$ cat config.mk
export PLATFORM = sky130hd
export DESIGN_NAME = dvid_timing_ctrl
export DESIGN_NICKNAME = d
export VERILOG_FILES = /design/src/rtl/dvid_pkg.sv /design/src/rtl/dvid_timing_ctrl.sv
export SDC_FILE = /design/constraint.sdc
export NUM_CORES = 1
export LEC_CHECK = 0
export BUFFER_PORTS_ARGS = -buffer_cell sky130_fd_sc_hd__buf_2
export CAP_MARGIN = 40
export CELL_PAD_IN_SITES_DETAIL_PLACEMENT = 2
export CELL_PAD_IN_SITES_GLOBAL_PLACEMENT = 2
export CORE_UTILIZATION = 30
export CTS_CLUSTER_SIZE = 20
export DETAILED_ROUTE_END_ITERATION = 16
export PLACE_DENSITY_LB_ADDON = 0.1
export SLEW_MARGIN = 20
export SYNTH_ARGS = -nofsm -noshare
export SYNTH_HDL_FRONTEND = slang
export SYNTH_SLANG_ARGS = --single-unit
$ cat constraint.sdc
create_clock -name clk_vga -period 2.51 [get_ports clk_vga]
set_input_delay 0.251 -clock clk_vga [delete_from_list [all_inputs] [get_ports clk_vga]]
set_output_delay 0.251 -clock clk_vga [all_outputs]
set_load 0.005 [all_outputs]
$ cat src/rtl/dvid_pkg.sv
// Shared types, default 640x480@60 timing and helpers for the DVI-D timing controller.
package dvid_pkg;

    // Controller run state
    typedef enum logic {
        IDLE = 1'b0,
        RUN  = 1'b1
    } state_e;

    // 640x480@60 defaults (25.175 MHz pixel clock)
    localparam int unsigned DEF_H_ACTIVE = 640;
    localparam int unsigned DEF_H_FP     = 16;
    localparam int unsigned DEF_H_SYNC   = 96;
    localparam int unsigned DEF_H_BP     = 48;
    localparam int unsigned DEF_V_ACTIVE = 480;
    localparam int unsigned DEF_V_FP     = 10;
    localparam int unsigned DEF_V_SYNC   = 2;
    localparam int unsigned DEF_V_BP     = 33;

    // Counter width and the largest total it can represent
    localparam int unsigned CNT_W     = 11;
    localparam int unsigned MAX_TOTAL = 2048;
    localparam int unsigned PIX_W     = 8;

    // Total clocks per line (or lines per frame) from the four timing segments
    function automatic int unsigned timing_total(
        input int unsigned active,
        input int unsigned fp,
        input int unsigned sync,
        input int unsigned bp
    );
        return active + fp + sync + bp;
    endfunction

endpackage

$ cat src/rtl/dvid_timing_ctrl.sv
// Pixel-clock timing generator: counters, source request and a 2-stage
// registered output pipeline feeding the TMDS encoders.
module dvid_timing_ctrl
    import dvid_pkg::*;
#(
    parameter int unsigned H_ACTIVE = DEF_H_ACTIVE,
    parameter int unsigned H_FP     = DEF_H_FP,
    parameter int unsigned H_SYNC   = DEF_H_SYNC,
    parameter int unsigned H_BP     = DEF_H_BP,
    parameter int unsigned V_ACTIVE = DEF_V_ACTIVE,
    parameter int unsigned V_FP     = DEF_V_FP,
    parameter int unsigned V_SYNC   = DEF_V_SYNC,
    parameter int unsigned V_BP     = DEF_V_BP,
    parameter bit          HS_POL   = 1'b0,
    parameter bit          VS_POL   = 1'b0
) (
    input  logic             clk_vga,
    input  logic             reset,
    input  logic             enable,
    output logic             pix_req,
    output logic [CNT_W-1:0] pix_x,
    output logic [CNT_W-1:0] pix_y,
    input  logic [PIX_W-1:0] rgb_r,
    input  logic [PIX_W-1:0] rgb_g,
    input  logic [PIX_W-1:0] rgb_b,
    output logic [PIX_W-1:0] red,
    output logic [PIX_W-1:0] green,
    output logic [PIX_W-1:0] blue,
    output logic             hsync,
    output logic             vsync,
    output logic             blank,
    output logic             frame_start
);

    localparam int unsigned H_TOTAL = timing_total(H_ACTIVE, H_FP, H_SYNC, H_BP);
    localparam int unsigned V_TOTAL = timing_total(V_ACTIVE, V_FP, V_SYNC, V_BP);

    // Compare one bit wider so a sync end equal to 2048 does not alias to 0
    localparam int unsigned CMP_W = CNT_W + 1;

    localparam logic [CNT_W-1:0] L_H_LAST   = CNT_W'(H_TOTAL - 1);
    localparam logic [CNT_W-1:0] L_V_LAST   = CNT_W'(V_TOTAL - 1);
    localparam logic [CMP_W-1:0] L_H_ACT    = CMP_W'(H_ACTIVE);
    localparam logic [CMP_W-1:0] L_V_ACT    = CMP_W'(V_ACTIVE);
    localparam logic [CMP_W-1:0] L_HS_START = CMP_W'(H_ACTIVE + H_FP);
    localparam logic [CMP_W-1:0] L_HS_END   = CMP_W'(H_ACTIVE + H_FP + H_SYNC);
    localparam logic [CMP_W-1:0] L_VS_START = CMP_W'(V_ACTIVE + V_FP);
    localparam logic [CMP_W-1:0] L_VS_END   = CMP_W'(V_ACTIVE + V_FP + V_SYNC);

    // Reject timings the 11-bit counters cannot hold
    if (H_TOTAL > MAX_TOTAL) begin : g_h_total_chk
        $error("dvid_timing_ctrl: H_TOTAL exceeds 2048");
    end
    if (V_TOTAL > MAX_TOTAL) begin : g_v_total_chk
        $error("dvid_timing_ctrl: V_TOTAL exceeds 2048");
    end

    state_e           r_state;
    logic [CNT_W-1:0] r_h;
    logic [CNT_W-1:0] r_v;

    logic             w_run;
    logic [CMP_W-1:0] w_h_ext;
    logic [CMP_W-1:0] w_v_ext;
    logic             w_active;
    logic             w_hs_region;
    logic             w_vs_region;
    logic             w_first;

    logic             r_act1;
    logic             r_hs1;
    logic             r_vs1;
    logic             r_first1;

    logic             r_blank;
    logic             r_hsync;
    logic             r_vsync;
    logic [PIX_W-1:0] r_red;
    logic [PIX_W-1:0] r_green;
    logic [PIX_W-1:0] r_blue;
    logic             r_frame_start;

    // Run/idle state and raster counters; leaving RUN clears the counters
    always_ff @(posedge clk_vga or posedge reset) begin
        if (reset) begin
            r_state <= IDLE;
            r_h     <= '0;
            r_v     <= '0;
        end else begin
            case (r_state)
                IDLE: begin
                    r_h <= '0;
                    r_v <= '0;
                    if (enable) begin
                        r_state <= RUN;
                    end
                end
                RUN: begin
                    if (!enable) begin
                        r_state <= IDLE;
                        r_h     <= '0;
                        r_v     <= '0;
                    end else if (r_h == L_H_LAST) begin
                        r_h <= '0;
                        if (r_v == L_V_LAST) begin
                            r_v <= '0;
                        end else begin
                            r_v <= r_v + CNT_W'(1);
                        end
                    end else begin
                        r_h <= r_h + CNT_W'(1);
                    end
                end
                default: begin
                    r_state <= IDLE;
                    r_h     <= '0;
                    r_v     <= '0;
                end
            endcase
        end
    end

    // Stage 0: region decode straight from the counter registers
    assign w_run       = (r_state == RUN);
    assign w_h_ext     = {1'b0, r_h};
    assign w_v_ext     = {1'b0, r_v};
    assign w_active    = w_run && (w_h_ext < L_H_ACT) && (w_v_ext < L_V_ACT);
    assign w_hs_region = w_run && (w_h_ext >= L_HS_START) && (w_h_ext < L_HS_END);
    assign w_vs_region = w_run && (w_v_ext >= L_VS_START) && (w_v_ext < L_VS_END);
    assign w_first     = w_run && (r_h == '0) && (r_v == '0);

    assign pix_req = w_active;
    assign pix_x   = r_h;
    assign pix_y   = r_v;

    // Stage 1: hold the decode for the cycle in which source data is fetched
    always_ff @(posedge clk_vga or posedge reset) begin
        if (reset) begin
            r_act1   <= 1'b0;
            r_hs1    <= 1'b0;
            r_vs1    <= 1'b0;
            r_first1 <= 1'b0;
        end else begin
            r_act1   <= w_active;
            r_hs1    <= w_hs_region;
            r_vs1    <= w_vs_region;
            r_first1 <= w_first;
        end
    end

    // Stage 2: aligned encoder outputs; pixel data forced to black when blanked
    always_ff @(posedge clk_vga or posedge reset) begin
        if (reset) begin
            r_blank       <= 1'b1;
            r_hsync       <= ~HS_POL;
            r_vsync       <= ~VS_POL;
            r_red         <= '0;
            r_green       <= '0;
            r_blue        <= '0;
            r_frame_start <= 1'b0;
        end else begin
            r_blank       <= ~r_act1;
            r_hsync       <= r_hs1 ? HS_POL : ~HS_POL;
            r_vsync       <= r_vs1 ? VS_POL : ~VS_POL;
            r_red         <= r_act1 ? rgb_r : '0;
            r_green       <= r_act1 ? rgb_g : '0;
            r_blue        <= r_act1 ? rgb_b : '0;
            r_frame_start <= r_first1;
        end
    end

    assign blank       = r_blank;
    assign hsync       = r_hsync;
    assign vsync       = r_vsync;
    assign red         = r_red;
    assign green       = r_green;
    assign blue        = r_blue;
    assign frame_start = r_frame_start;

endmodule

==> flow_summary.json <==
{
  "status": "complete, no violations",
  "io_buffers": 77,
  "start_util_pct": 31.2,
  "critPathLaunchType": "flop",
  "clkTransAtPathRegs_ns": 0.10,
  "slowest_delay_ns": 0.58,
  "synth_compound_area_share_pct": 6.59,
  "die_x_um": 88.8,
  "ys_ff_latch": 55,
  "netlist_top_cells_area": "dfrtp_1 58%, and2_1 7.5%, dfstp_2 3.5%",
  "cp_slowest_cell": "or4_4",
  "rsz0062_at_grt": "no",
  "ys_warn_count": 0,
  "insertion_delay_ns": 0.30,
  "yosys-top-cells-count": "52 x dfrtp_1, 27 x and2_1, 12 x a21oi_1, 12 x nand2_1, 12 x nor2_1",
  "powerDensity_mw_per_mm2": 536,
  "place_congestion": 0.729,
  "netSwitchingFraction_pct": 23.1,
  "crit_fanout": 19,
  "syn_avg_cell_area_sq_um": 11.1,
  "grt_pass1_wl_um": 9050,
  "setup_viol": 0,
  "power_switching_mw": 0.356,
  "rows": 31,
  "remaining_drc_errors": 0,
  "clockPowerShare_pct": 33.4,
  "holdPathStages": 1,
  "die_y_um": 88.8,
  "hold_path_class": "primary input to flop",
  "synth-edff-count": 0,
  "period_share_pct": 86.1,
  "grt_usage_pct": 15.2,
  "yosys.area.top_type_share_pct": 57.6,
  "numCtsBuffers": 5,
  "vias_per_cell": 4.58,
  "die_area_sq_mm": 0.00789,
  "seqPwrFrac_pct": 59.8,
  "synth_fa_ha_area_share_pct": 2.21,
  "synthXorXnorAreaFrac_pct": 3.10,
  "cts_setup_buffers": 0,
  "drive_gt1_share_pct": 33.1,
  "first_pass_iters": 2,
  "p_int_mw": 1.19,
  "combPwrFrac_pct": 6.8,
  "nNetsFinal": 317,
  "slew_violations": 0,
  "io_pins": 78,
  "tns_ns": 0,
  "wl_um": 5700,
  "synth_top_cell_by_area": "dfrtp_1",
  "utilization_pct": 39.7,
  "synth_simple_gate_area_share_pct": 24.0,
  "layout_min_cycle_time_ns": 2.16,
  "synth_top_family_by_area": "simple AND/OR/NAND/NOR gates",
  "syn_inst": 204,
  "vias": 1768,
  "hold_viol": 0,
  "yosysSeqAreaShare_pct": 61.0,
  "drt-initial-drc-count": 60,
  "post_dp_cell_area_sq_mm": 0.00277,
  "antennaDiodeCount": 0,
  "synthToLayoutAreaGrowth_pct": 27.3,
  "yosysUniqueCellTypes": 31,
  "skew_ns": 0.0119,
  "clock-root-buffer": "clkbuf_8",
  "overflow": 0,
  "dp_hpwl_um": 4200,
  "worst_pin_slew_ns": 0.602,
  "worstPathCellList": "or4_4 -> o31a_4 -> or4_1 -> a21oi_1",
  "core_area_sq_mm": 0.00725,
  "ys_async_sr_fraction_pct": 100,
  "cts.htree.levels": 2,
  "final.fill_count": 817,
  "routedWlPerCell_um": 14.8,
  "cts_buffer_depth": 2,
  "ys.flop_type": "dfrtp_1",
  "grt_pass1_vias": 1805,
  "muxShareOfSynthArea_pct": 0,
  "critPathCaptureType": "flop",
  "final_cell_area_sq_mm": 0.00288,
  "yosysMostFrequentCell": "dfrtp_1",
  "numClockSinks": 55,
  "peakVddDrop_mv": 0.247,
  "cts_tree": "built",
  "maxCapViolCount": 0,
  "crit_required_ns": 2.75,
  "synth_fp_nets": 235,
  "holdWs_ns": 0.0874,
  "grt_antenna_before_repair": 0,
  "postRouteAntennaNets": 0,
  "worst_r2r_path_depth": 4,
  "max_freq_mhz": 463,
  "slew_headroom_pct": 59.5,
  "critPathKind": "flop to flop",
  "arrival_ns": 2.40,
  "grt_max_degree": 56,
  "syn-cell-area_sq_mm": 0.00226,
  "p_leak_nw": 1.40
}
[worst max-delay path: cells and delay by family, from the launching register on]
family | cells | cell delay [ns]
AND/OR/NAND/NOR | 2 | 1.11
AO/OA/AOI/OAI | 2 | 0.52
flip-flops | 1 | 0.47
[sequential cells by signal, indices dropped and copies added, names as in the netlist]
register and count:
r_act1 1, vsync 1, r_hs1 1, blue 8
r_first1 1, blank 1, hsync 1, frame_start 1
r_vs1 1, pix_y 11, green 8, r_state 1
red 8, pix_x 11
[cell usage in the layout (no fill, tap or decap), types with 2 or more instances in the layout]
| cell | instances |
|---|---|
| buf_2 | 77 |
| and2_1 | 27 |
| o31ai_1 | 3 |
| a21oi_1 | 12 |
| xnor2_1 | 6 |
| o21ai_0 | 8 |
| xor2_1 | 2 |
| clkbuf_8 | 6 |
| and3_1 | 4 |
| ha_1 | 4 |
| dfrtp_1 | 52 |
| inv_1 | 10 |
| nor2_1 | 12 |
| or4_1 | 3 |
| nand4_1 | 2 |
| nand2_1 | 12 |
| or3_1 | 8 |
| nand3_1 | 10 |
| nor3_1 | 6 |
| dfstp_2 | 3 |
| nor4_1 | 5 |
[final timing paths]
kind,from,end,slack [ns]
min in group asynchronous,reset,pix_y[8],0.54
hold / removal,enable,r_state,0.09
setup / recovery,pix_x[6],pix_y[10],0.35
max in group asynchronous,reset,blank,1.68
hold reg to reg,r_first1,frame_start,0.36
setup reg to reg,pix_x[6],pix_y[10],0.35
[metal layers]
| metal | vias to the layer above | share of wire (%) | GRT usage (%) | wire length [um] |
|---|---|---|---|---|
| met3 | 6 | 5.0 | 2.99 | 287 |
| met2 | 51 | 47 | 25.1 | 2690 |
| met1 | 857 | 47 | 20.5 | 2670 |
| met5 | - | 0 | 0 | 0 |
| li1 | 854 | - | - | - |
| met4 | 0 | 0.93 | 3.96 | 53 |
[power by group through the flow]
stage               clock, mW  sequential, mW  combinational [mW]
finish                  0.516           0.924               0.104
global route            0.574           0.929               0.120
CTS                     0.539           0.925               0.109
detailed placement          0           0.943               0.108
global placement            0           0.941               0.106
floorplan                   0           0.942              0.0441
[timing repair]
item,in CTS,in global routing
hold endpoints to repair,41,0
gates resized for setup,0,0
hold buffers,1,0
[logic make-up after synthesis]
group / Yosys count
xor+xnor: 8
flops: 55
fa+ha+maj: 4
buf+inv: 16
simple gates: 96
compound gates: 25
[final cells by class]
| type | count | area, sq um | share of cell area (%) |
|---|---|---|---|
| clock buffer | 6 | 82.6 | 2.87 |
| clock inverter | 2 | 16.3 | 0.565 |
| inverter | 11 | 41.3 | 1.43 |
| multi-input combinational | 133 | 812 | 28.2 |
| sequential | 55 | 1380 | 47.9 |
| tap | 99 | 124 | 4.30 |
| timing repair buffer | 80 | 423 | 14.7 |
[stage by stage]
step / setup slack [ns] / total power, mW / std cells
2_1_floorplan: 0.468 / 0.986 / 204
3_3_place_gp: 0.381 / 1.05 / 377
3_5_place_dp: 0.361 / 1.05 / 377
4_1_cts: 0.340 / 1.57 / 386
5_1_grt: 0.260 / 1.62 / 386
6_report: 0.349 / 1.54 / 386
No activity file was read; power rests on OpenSTA's default activity.
